### src/rtl/hazard_pkg.sv
// Shared types and constants for the pipeline hazard controller.
package hazard_pkg;

    // Controller FSM states
    typedef enum logic [1:0] {
        IDLE      = 2'd0,
        LOAD_WAIT = 2'd1,
        MDU_WAIT  = 2'd2
    } hz_state_e;

    // Default register-address width (32 architectural registers)
    localparam int REG_AW_DEF   = 5;

    // Legal range of load-use bubbles; the bubble counter is sized for the max
    localparam int LOAD_LAT_MIN = 1;
    localparam int LOAD_LAT_MAX = 15;
    localparam int LAT_CW       = 4;

    // Force an out-of-range LOAD_LAT into the legal window so the counter never wraps
    function automatic int clamp_lat(input int lat);
        if (lat < LOAD_LAT_MIN) return LOAD_LAT_MIN;
        if (lat > LOAD_LAT_MAX) return LOAD_LAT_MAX;
        return lat;
    endfunction

endpackage

### src/rtl/hazard_src_match.sv
// One source-operand vs destination comparator; x0 never produces a hit.
module hazard_src_match #(
    parameter int REG_AW = 5
) (
    input  logic [REG_AW-1:0] i_rs,
    input  logic              i_rs_used,
    input  logic [REG_AW-1:0] i_rd,
    output logic              o_hit
);

    assign o_hit = i_rs_used && (i_rs == i_rd) && (i_rd != '0);

endmodule

### src/rtl/hazard_ctrl.sv
// Pipeline hazard controller: load-use bubbles, MDU busy stalls, branch
// flushes and a saturating stall-cycle counter. Outputs are combinational
// from the inputs and the registered FSM state, so hazards act with zero latency.
module hazard_ctrl
    import hazard_pkg::*;
#(
    parameter int REG_AW   = REG_AW_DEF,
    parameter int LOAD_LAT = 1,
    parameter int CNT_W    = 32
) (
    input  logic              i_clk,
    input  logic              i_rst_n,
    input  logic              i_id_ex_memread,
    input  logic [REG_AW-1:0] i_rd_id_ex,
    input  logic [REG_AW-1:0] i_rs1_if_id,
    input  logic [REG_AW-1:0] i_rs2_if_id,
    input  logic              i_rs1_used,
    input  logic              i_rs2_used,
    input  logic              i_id_is_mdu,
    input  logic              i_mdu_busy,
    input  logic [REG_AW-1:0] i_mdu_rd,
    input  logic              i_branch_taken,
    output logic              o_pc_we,
    output logic              o_if_id_we,
    output logic              o_if_id_flush,
    output logic              o_id_ex_flush,
    output logic              o_stall,
    output logic [CNT_W-1:0]  o_stall_cycles
);

    localparam int LAT = clamp_lat(LOAD_LAT);

    hz_state_e         r_state, w_state_nxt;
    logic [LAT_CW-1:0] r_cnt, w_cnt_nxt;
    logic [CNT_W-1:0]  r_stall_cycles;

    logic w_rs1_ld, w_rs2_ld, w_rs1_mdu, w_rs2_mdu;
    logic w_load_hit, w_mdu_hit, w_stall;

    // Source comparators: both ID operands against the EX load and the MDU destination
    hazard_src_match #(.REG_AW(REG_AW)) u_rs1_ld (
        .i_rs(i_rs1_if_id), .i_rs_used(i_rs1_used), .i_rd(i_rd_id_ex), .o_hit(w_rs1_ld));
    hazard_src_match #(.REG_AW(REG_AW)) u_rs2_ld (
        .i_rs(i_rs2_if_id), .i_rs_used(i_rs2_used), .i_rd(i_rd_id_ex), .o_hit(w_rs2_ld));
    hazard_src_match #(.REG_AW(REG_AW)) u_rs1_mdu (
        .i_rs(i_rs1_if_id), .i_rs_used(i_rs1_used), .i_rd(i_mdu_rd), .o_hit(w_rs1_mdu));
    hazard_src_match #(.REG_AW(REG_AW)) u_rs2_mdu (
        .i_rs(i_rs2_if_id), .i_rs_used(i_rs2_used), .i_rd(i_mdu_rd), .o_hit(w_rs2_mdu));

    // Hazards are masked while reset is held so the front end is released at once
    assign w_load_hit = i_rst_n && i_id_ex_memread && (w_rs1_ld || w_rs2_ld);
    assign w_mdu_hit  = i_rst_n && i_mdu_busy && (i_id_is_mdu || w_rs1_mdu || w_rs2_mdu);

    // State register and load-bubble counter
    always_ff @(posedge i_clk or negedge i_rst_n) begin
        if (!i_rst_n) begin
            r_state <= IDLE;
            r_cnt   <= '0;
        end else begin
            r_state <= w_state_nxt;
            r_cnt   <= w_cnt_nxt;
        end
    end

    // Next-state: branch aborts everything, then wait continuation, then load, then MDU
    always_comb begin
        w_state_nxt = r_state;
        w_cnt_nxt   = r_cnt;
        unique case (r_state)
            IDLE: begin
                if (i_branch_taken) begin
                    w_state_nxt = IDLE;
                end else if (w_load_hit) begin
                    // The first bubble is taken in IDLE; only the rest need counting
                    if (LAT > 1) begin
                        w_state_nxt = LOAD_WAIT;
                        w_cnt_nxt   = LAT_CW'(LAT - 1);
                    end
                end else if (w_mdu_hit) begin
                    w_state_nxt = MDU_WAIT;
                end
            end
            LOAD_WAIT: begin
                if (i_branch_taken) begin
                    w_state_nxt = IDLE;
                    w_cnt_nxt   = '0;
                end else begin
                    if (r_cnt != '0) w_cnt_nxt = r_cnt - 1'b1;
                    if (r_cnt <= LAT_CW'(1)) w_state_nxt = IDLE;
                end
            end
            MDU_WAIT: begin
                if (i_branch_taken || !w_mdu_hit) w_state_nxt = IDLE;
            end
            default: begin
                w_state_nxt = IDLE;
                w_cnt_nxt   = '0;
            end
        endcase
    end

    // Outputs: a taken branch squashes the dependent instruction, so it overrides any stall
    always_comb begin
        w_stall = 1'b0;
        unique case (r_state)
            IDLE:      w_stall = w_load_hit || w_mdu_hit;
            LOAD_WAIT: w_stall = (r_cnt != '0);
            MDU_WAIT:  w_stall = w_mdu_hit;
            default:   w_stall = 1'b0;
        endcase
        if (i_branch_taken) w_stall = 1'b0;

        o_stall       = w_stall;
        o_pc_we       = !w_stall;
        o_if_id_we    = !w_stall;
        o_if_id_flush = i_branch_taken;
        o_id_ex_flush = w_stall || i_branch_taken;
    end

    // Saturating performance counter of stalled cycles
    always_ff @(posedge i_clk or negedge i_rst_n) begin
        if (!i_rst_n) begin
            r_stall_cycles <= '0;
        end else if (w_stall && (r_stall_cycles != {CNT_W{1'b1}})) begin
            r_stall_cycles <= r_stall_cycles + CNT_W'(1);
        end
    end

    assign o_stall_cycles = r_stall_cycles;

endmodule

### config.mk
export PLATFORM = sky130hd
export DESIGN_NAME = hazard_ctrl
export DESIGN_NICKNAME = d
export VERILOG_FILES = /design/src/rtl/hazard_pkg.sv /design/src/rtl/hazard_src_match.sv /design/src/rtl/hazard_ctrl.sv
export SDC_FILE = /design/constraint.sdc
export NUM_CORES = 1
export LEC_CHECK = 0
export CORE_MARGIN = 2
export CORE_UTILIZATION = 49
export DETAILED_ROUTE_END_ITERATION = 10
export PLACE_DENSITY = 0.88
export REMOVE_ABC_BUFFERS = 1
export SLEW_MARGIN = 20
export SYNTH_ARGS = -nofsm -noshare
export SYNTH_HDL_FRONTEND = slang
export SYNTH_SLANG_ARGS = --single-unit
### constraint.sdc
create_clock -name i_clk -period 3.1 [get_ports i_clk]
set_clock_uncertainty 0.1 [all_clocks]
set_input_delay 0.62 -clock i_clk [delete_from_list [all_inputs] [get_ports i_clk]]
set_output_delay 0.62 -clock i_clk [all_outputs]
set_load 0.02 [all_outputs]
# Word-level counts from Yosys, hierarchy flattened

Index checks and enable logic that the tools add are counted.

Logic and storage cells: 59
Bits of input ports: 28
Register bits after elaboration: 38

Bitwise gates (word level): 1
Reductions and logical operators: 28
Magnitude comparators: 1
Add/sub/neg operators: 2
Equality and inequality tests: 12
Multiplexer cells: 12

Operator list:

| cell                    | count |
|---|---|
| $add A32 B1 Y32 const B | 1 |
| $ne A32 B32 Y1 const B  | 1 |
| $eq A5 B5 Y1            | 4 |
| $logic_and A1 B1 Y1     | 13 |
| $mux W2                 | 6 |
| $ne A3 B3 Y1 const B    | 4 |
| $reduce_bool A5 Y1      | 2 |
| $mux W4                 | 2 |
| $pmux W4 S2             | 1 |
| $logic_or A1 B1 Y1      | 6 |
| $pmux W2 S3             | 1 |
| $le A4 B1 Y1 const B    | 1 |
| $reduce_and A4 Y1       | 1 |
| $reduce_bool A4 Y1      | 1 |
| $sub A4 B1 Y4 const B   | 1 |
| $pmux W1 S3             | 1 |
| $eq A2 B1 Y1 const B    | 1 |
| $eq A2 B2 Y1 const B    | 1 |
| $logic_not A1 Y1        | 2 |
| $logic_not A2 Y1        | 1 |
| $ne A2 B2 Y1 const B    | 1 |
| $reduce_and A2 Y1       | 1 |
| $reduce_or A2 Y1        | 1 |
| $mux W1                 | 1 |
| $not A1 Y1              | 1 |

# Logic depth before layout (Yosys ltp)

Gate-level depths: netlist of the first run.

Word-level depth: 10
Gate-level depth with buffers: 9
Depth with buffers taken out: 8

# Modules after synthesis

Synthesis of the first run repeated with hierarchy kept, for this count alone.

Cells, all modules: 197
Area, all modules: 1964.4 µm²

By module, submodules not included:

| module           | instances | sequential area each (µm²) | cells each | area each (µm²) |
|---|---|---|---|---|
| hazard_ctrl      | 1         | 825.8                      | 157        | 1684.1 |
| hazard_src_match | 4         | 0.0                        | 10         | 70.1 |

# Least setup slack after synthesis of the first run

Ideal clock, no wire load.

Kind: in2out
From: input i_rd_id_ex[1]
To: output o_pc_we
Buffers on the path: 1
Cell stages on the path: 5
Arrival: 1813 ps
Setup slack: 567 ps
Data required time: 2380 ps
Path through: or4_1 o21ai_0 a21o_1 a21o_2 buf_4

Word-level cells in the longest chain between the ends: 9
Elaborated cells between the ends (all ways): 13

RTL lines:

| item                              | line                   | text |
|---|---|---|
| start: declaration                | hazard_ctrl.sv:14      | `input logic [REG_AW-1:0] i_rd_id_ex,` |
| $eq A5 B5 Y1                      | hazard_src_match.sv:11 | `assign o_hit = i_rs_used && (i_rs == i_rd) && (i_rd != '0);` |
| $logic_and A1 B1 Y1 (2 in series) | hazard_src_match.sv:11 |  |
| $logic_or A1 B1 Y1 (*)            | hazard_ctrl.sv:51      | `assign w_load_hit = i_rst_n && i_id_ex_memread && (w_rs1_ld \|\| w_rs2_ld);` |
| $logic_and A1 B1 Y1 (*)           | hazard_ctrl.sv:51      |  |
| $logic_or A1 B1 Y1 (*)            | hazard_ctrl.sv:106     | `IDLE: w_stall = w_load_hit \|\| w_mdu_hit;` |
| $pmux W1 S3 (*)                   | hazard_ctrl.sv:105     | `unique case (r_state)` |
| $mux W1 (*)                       | hazard_ctrl.sv:111     | `if (i_branch_taken) w_stall = 1'b0;` |
| $logic_not A1 Y1 (*)              | -                      |  |
| end: declaration                  | hazard_ctrl.sv:23      | `output logic o_pc_we,` |

Every way passes the cells marked *; elsewhere a longest branch is shown, timed or not.

# Worst setup path after layout of the first run

From: input i_rd_id_ex[2]
To: output o_id_ex_flush

Word-level cells in the longest chain between the ends: 9
Elaborated cells between the ends (all ways): 13

RTL lines:

| item                              | line                   | text |
|---|---|---|
| $eq A5 B5 Y1                      | hazard_src_match.sv:11 |  |
| $logic_and A1 B1 Y1 (2 in series) | hazard_src_match.sv:11 |  |
| $logic_or A1 B1 Y1 (*)            | hazard_ctrl.sv:51      |  |
| $logic_and A1 B1 Y1 (*)           | hazard_ctrl.sv:51      |  |
| $logic_or A1 B1 Y1 (*)            | hazard_ctrl.sv:106     |  |
| $pmux W1 S3 (*)                   | hazard_ctrl.sv:105     |  |
| $mux W1 (*)                       | hazard_ctrl.sv:111     |  |
| $logic_or A1 B1 Y1 (*)            | hazard_ctrl.sv:117     | `o_id_ex_flush = w_stall \|\| i_branch_taken;` |
| end: declaration                  | hazard_ctrl.sv:26      | `output logic o_id_ex_flush,` |

Marked as above.

==> impl_metrics.toml, run 1 <==
[run_status]
outcome = "finished clean"

[synthesis]
synth_top_cells_by_count = "34 x xnor2_1, 33 x dfrtp_1, 18 x nand4_1"
synth_top_family_by_area = "simple AND/OR/NAND/NOR gates"
synth.largest_area_cell = "dfrtp_1"
yosys.area_share.adder_pct = 0.657
synth_area_leaders = "dfrtp_1 43%, xnor2_1 16%, xor2_1 7.8%"
synth_seq_area_share_pct = 43.4
synth-edff-count = 0
synthArstFlopShare_pct = 100
netlist_area_sq_um = 1900
synth_top_area_share_pct = 43.4
netlist_instances = 184
synth_cell_types = 28
synth-xor-area-share_pct = 23.5
yosys.area_share.simple_pct = 25.3
syn_avg_cell_area_sq_um = 10.3
synth_flop_cell = "dfrtp_1"
ys_ff_latch = 33
yosysMostFrequentCell = "xnor2_1"
synth_mux_area_share_pct = 0.592
yosysWarnings = 0
synth-compound-area-share_pct = 3.02

[timing]
worst-slew-pin-transition_ps = 487
final.min_clock_period_ps = 3040
relSlewSlack_pct = 67.6
setup_slack_ps = 56.7
min_period_over_period_pct = 98.2
rsz0062_at_grt = "no"
drv_slew = 0
hold_viol_final = 0
finalSetupViolations = 0
max_freq_mhz = 329

[hold_path]
min_path_cells = 1
hold_start = "o_stall_cycles[31]"
holdPathEnd = "o_stall_cycles[31]"
hold_path.class = "reg -> reg"

[floorplanning]
start_util_pct = 51.6
core_region_area_sq_um = 3690
ios = 65
die_x_microns = 66.3
die_h_microns = 66.3
dieArea_sq_um = 4400
placementRows = 22

[cts]
clk_latency_ps = 290
cts_tree = "done"
ctsHtreeMaxLevel = 2
hold_buffers = 0
cts_root_buffer = "clkbuf_8"
cts_num_sinks = 33
clockBufferDepth = 2
post_cts_buffers = 0
cts-buffers-inserted = 5
cts.clk_slew.worst_paths_ps = 70

[setup_path]
worstPathArrival_ps = 2320
cpPeakStageDelay_ps = 550
critPathLaunchType = "primary input"
crit_path_frequent_cell = "buf_4"
cp-end-kind = "output port"
critPathKind = "in -> out"
reg2reg_slack_ps = 780
regToRegEndpoint = "o_stall_cycles[1]"
cp_data_required_time_ps = 2380
cp_max_fo = 3
path_cells = "clkdlybuf4s50_1 > or4_1 > o21ai_0 > a21o_1 > buf_4 > nand3b_1 > buf_4"
worstRegToRegCells = 8
cp_slowest_cell = "or4_1"
cp.buffers_inverters = 3
critPathTopFamily = "buffers and inverters"
reg2reg_from = "o_stall_cycles[0]"

[layout]
final_layout_size_suffix_gt1_share_pct = 10.9
layout.filler_cells = 280
area_growth_pct = 43.2
nets = 286
n_antenna_cell = 0
stdcell_count = 306

[place]
dp_hpwl_microns = 3610
pre_cts_ws_ps = -422
gp_congestion = 0.797
io_buffers = 64
dp.cells = 298

[pwr]
ir_drop_v = 0.000394
pwr_density_cell_nw_per_um2 = 395
finalPower_uw = 1080
leakagePower_uw = 0.00112

[global_route]
grt_pass1_wl_microns = 8090
grt_pass1_vias = 1761
track_usage_pct = 24.5
antenna_found_initial = 0
gr-total-overflow = 0
grt_start_max_net_pins = 34

[run]
max-cap-violations = 0

[detailed_routing]
post-route-drc-count = 0
vias = 1710
antenna_left = 0
wl_microns = 5050
wl_per_cell_microns = 16.5
drt_iter0_drc = 69
firstDrtPassIters = 4
via_per_inst = 5.59
==> placed cells by master, fill, tap and decap left out <==
cell type / instances
dlygate4sd2_1: 3
a211oi_4: 1
clkbuf_8: 7
nor4_2: 2
nand3_1: 17
and2_1: 4
nand4_2: 1
nand4_1: 18
nand2_1: 11
and4_1: 6
clkdlybuf4s50_1: 56
o21ai_0: 1
nand3b_1: 1
xnor2_1: 34
a21o_1: 2
nor3_1: 3
nor2_1: 5
dfrtp_1: 33
inv_1: 1
clkinv_2: 1
buf_12: 1
ha_1: 1
mux2_2: 1
nor4_1: 3
a41oi_1: 1
xor2_1: 17
nor3b_1: 1
or4_1: 1
nand4b_1: 1
buf_4: 11
a21o_2: 1
buf_2: 2
dlymetal6s2s_1: 1
and3_1: 9
==> layer usage <==
| layer | global-route usage, % | wire length [microns] | vias to the layer above |
|---|---|---|---|
| met3 | 8.35 | 430 | 16 |
| met1 | 28.6 | 2050 | 819 |
| met4 | 10.5 | 143 | 0 |
| met5 | 0 | 0 | - |
| li1 | - | - | 800 |
| met2 | 40.9 | 2420 | 75 |
==> final cells by class <==
class                      instances  area [sq um]  share of cell area [%]
clock buffer                       7          96.3                    3.54
clock inverter                     1          5.00                   0.184
inverter                           1          3.75                   0.138
multi-input combinational        142          1020                    37.5
sequential                        33           826                    30.3
tap                               48          60.1                    2.20
timing repair buffer              74           712                    26.1
==> logic make-up (layout without fill, tap and decap cells) <==
logic type	count (synthesis)	after routing
adder cells (fa/ha/maj)	1	1
multiplexers	1	1
flip-flops	33	33
AO/OA/AOI/OAI	6	6
XOR/XNOR	51	51
AND/OR/NAND/NOR	83	83
buffers and inverters	9	83
==> power by group <==
| part | switching (uW) | internal (uW) |
|---|---|---|
| sequential | 39.7 | 455 |
| clock | 155 | 200 |
| combinational | 108 | 120 |
| total | 302 | 776 |
==> worst max-delay path by stage <==
stage / from / to / cells past startpoint
after detailed placement: i_mdu_rd[3] / o_stall / 8
after global placement: i_rd_id_ex[1] / o_id_ex_flush / 7
after floorplan: i_mdu_rd[1] / o_stall_cycles[1] / 6
after CTS: i_rs2_if_id[0] / o_stall / 8
after global routing: i_rs2_if_id[1] / o_stall / 8
final: i_rd_id_ex[2] / o_id_ex_flush / 7
==> worst reg2reg max path, delay by kind of cell (launching register included) <==
kind,cells,cell delay (ps)
AND/OR/NAND/NOR,4,570
adder cells (fa/ha/maj),1,270
flip-flops,1,440
multiplexers,1,360
buffers and inverters,1,230
AO/OA/AOI/OAI,1,250
==> flip-flops by register name, summed over array words and instances, names as in the netlist <==
| register | cells |
|---|---|
| o_stall_cycles | 32 |
| r_state | 1 |
==> per-stage QoR <==
stage | utilization (%) | cell area, sq um | setup TNS, ps | hold WS, ps
2_1_floorplan | - | 1840 | 0 | 224
3_3_place_gp | 71.2 | 2630 | -1480 | 398
3_5_place_dp | 71.2 | 2630 | -1570 | 400
4_1_cts | 73.5 | 2710 | 0 | 409
5_1_grt | 73.9 | 2730 | 0 | 422
6_report | 73.9 | 2730 | 0 | 403
==> repair_timing <==
| item | CTS | global route |
|---|---|---|
| setup endpoints to repair | 4 | 2 |
| resized for setup | 20 | 4 |
| cloned | 0 | 0 |
| pin swaps | 2 | 2 |
No activity file was read; power rests on OpenSTA's default activity.
==> inputs of run 2 (changes only) <==
--- a/config.mk
+++ b/config.mk
@@ -10,7 +10,6 @@
 export DETAILED_ROUTE_END_ITERATION = 10
 export PLACE_DENSITY = 0.88
 export REMOVE_ABC_BUFFERS = 1
-export SLEW_MARGIN = 20
 export SYNTH_ARGS = -nofsm -noshare
 export SYNTH_HDL_FRONTEND = slang
 export SYNTH_SLANG_ARGS = --single-unit
==> results of run 2 <==
Same layout as run 1: the final DEF is identical, and so are final timing and power.
==> inputs of run 3 (changes only) <==
==> constraint.sdc (replaced) <==
create_clock -name i_clk -period 3.1 [get_ports i_clk]
set_clock_uncertainty 0.1 [all_clocks]
set_input_delay 0.62 -clock i_clk [delete_from_list [all_inputs] [get_ports i_clk]]
set_output_delay 0.62 -clock i_clk [all_outputs]
set_load 0.005 [all_outputs]
==> impl_metrics.toml, run 3 (same netlist as run 1, synthesis figures left out) <==
[global_route]
grt_start_max_net_pins = 34
grt_pass1_vias = 1707
antenna_found_initial = 0
gr-total-overflow = 0
grt_pass1_wl_microns = 8020
track_usage_pct = 24.3

[layout]
postLayoutCellArea_sq_um = 2720
area_growth_pct = 43.0
most-common-layout-cells = "42 x clkdlybuf4s50_1, 34 x xnor2_1, 33 x dfrtp_1, 19 x dlygate4sd2_1, 18 x nand4_1"
mostFrequentLayoutCell = "clkdlybuf4s50_1"
largest_reg_flops = 32
final_layout_size_suffix_gt1_share_pct = 10.0
nets = 287
layout.filler_cells = 293
n_antenna_cell = 0

[floorplanning]
die_x_microns = 66.3
core_region_area_sq_um = 3690
start_util_pct = 51.6
placementRows = 22
dieArea_sq_um = 4400
ios = 65
die_h_microns = 66.3

[timing]
finalSetupViolations = 0
final.min_clock_period_ps = 3030
rsz0062_at_grt = "no"
worst-slew-pin-transition_ps = 473
hold_viol_final = 0
drv_slew = 0
relSlewSlack_pct = 68.5
max_freq_mhz = 330
min_period_over_period_pct = 97.8

[cts]
cts-buffers-inserted = 5
clk_latency_ps = 290
clockBufferDepth = 2
hold_buffers = 0
ctsHtreeMaxLevel = 2
cts_tree = "done"
cts_root_buffer = "clkbuf_8"
cts_num_sinks = 33
cts.clk_slew.worst_paths_ps = 60

[pwr]
ir_drop_v = 0.000334
leakagePower_uw = 0.00113
finalPower_uw = 992
pwr_density_cell_nw_per_um2 = 364

[detailed_routing]
via_per_inst = 5.60
post-route-drc-count = 0
antenna_left = 0
met2_length_microns = 2310
wl_per_cell_microns = 16.0
wl_met1_microns = 2040
firstDrtPassIters = 4
topRoutingLayerUsed = "met4"
wl_microns = 4920
drt_iter0_drc = 55
wl_met3_microns = 427
vias = 1719

[setup_path]
path_cells = "dlygate4sd2_1 > xor2_1 > nor4_2 > a41oi_1 > a21o_1 > buf_4 > buf_4 > nand3b_1 > dlygate4sd2_1"
cp_slowest_cell = "dlygate4sd2_1"
cpPeakStageDelay_ps = 280
cp_data_required_time_ps = 2380
critPathLaunchType = "primary input"
critPathKind = "in -> out"
critPathTopFamily = "buffers and inverters"
cp-end-kind = "output port"
cp.buffers_inverters = 4
worstPathArrival_ps = 2310
cp_max_fo = 3

[hold_path]
hold_path.class = "reg -> reg"

[place]
io_buffers = 64
dp_hpwl_microns = 3600
gp_congestion = 0.796
placed_cell_area_sq_um = 2630

[run_status]
outcome = "finished clean"

[run]
max-cap-violations = 0
-- run 3: cell count changes in the layout (fill, tap and decap cells not counted), moves of 2 or more --
cell,change
clkbuf_8,-2
clkdlybuf4s50_1,-14
buf_2,-2
dlygate4sd2_1,+16
-- run 3: what timing repair did --
| item | 4_1_cts | 5_1_grt |
|---|---|---|
| resized for setup | 24 | 4 |
| buffers inserted | 0 | 1 |
| pin swaps | 8 | 5 |
| endpoints found under the hold margin | 0 | 0 |
| setup endpoints to repair | 4 | 2 |
-- run 3: routing by layer --
metal	global-route usage, %	vias to the layer above
met4	12.5	0
li1	-	808
met1	29.5	812
met2	39.4	81
met5	0	-
met3	6.47	18
-- run 3: per-stage QoR --
step / setup WS, ps / cells / hold slack (ps) / setup TNS, ps / util [%]
global route: 15.6 / 307 / 433 / 0 / 73.8
global placement: -289 / 298 / 398 / -1090 / 71.2
floorplan: 314 / 176 / 224 / 0 / -
CTS: 23.2 / 306 / 408 / 0 / 73.1
finish: 68.3 / 307 / 406 / 0 / 73.8
detailed placement: -321 / 298 / 399 / -1160 / 71.2
-- run 3: layout make-up --
cell class                 instances  area (sq um)  share of cell area, %
multi-input combinational        142          1030                   37.9
sequential                        33           826                   30.3
clock buffer                       6          72.6                   2.67
clock inverter                     2          10.0                  0.368
timing repair buffer              75           717                   26.3
inverter                           1          3.75                  0.138
tap                               48          60.1                   2.21
-- run 3: final timing paths --
kind	startpoint	endpoint	slack, ps	cells after the start
worst max register to register	o_stall_cycles[0]	o_stall_cycles[21]	800	9
min in group asynchronous	i_rst_n	o_stall_cycles[18]	780	3
max in group asynchronous	i_rst_n	o_stall_cycles[14]	1830	3
worst min register to register	o_stall_cycles[12]	o_stall_cycles[12]	410	1
worst max-delay path	i_mdu_rd[3]	o_id_ex_flush	70	9
worst min-delay path	o_stall_cycles[12]	o_stall_cycles[12]	410	1
-- run 3: power by group --
group	switching (uW)	internal [uW]	leakage, uW	total (uW)
Sequential	39.8	455	0.000455	495
Clock	152	155	0.0000450	308
Combinational	75.9	113	0.000634	189
Total	268	724	0.00113	992
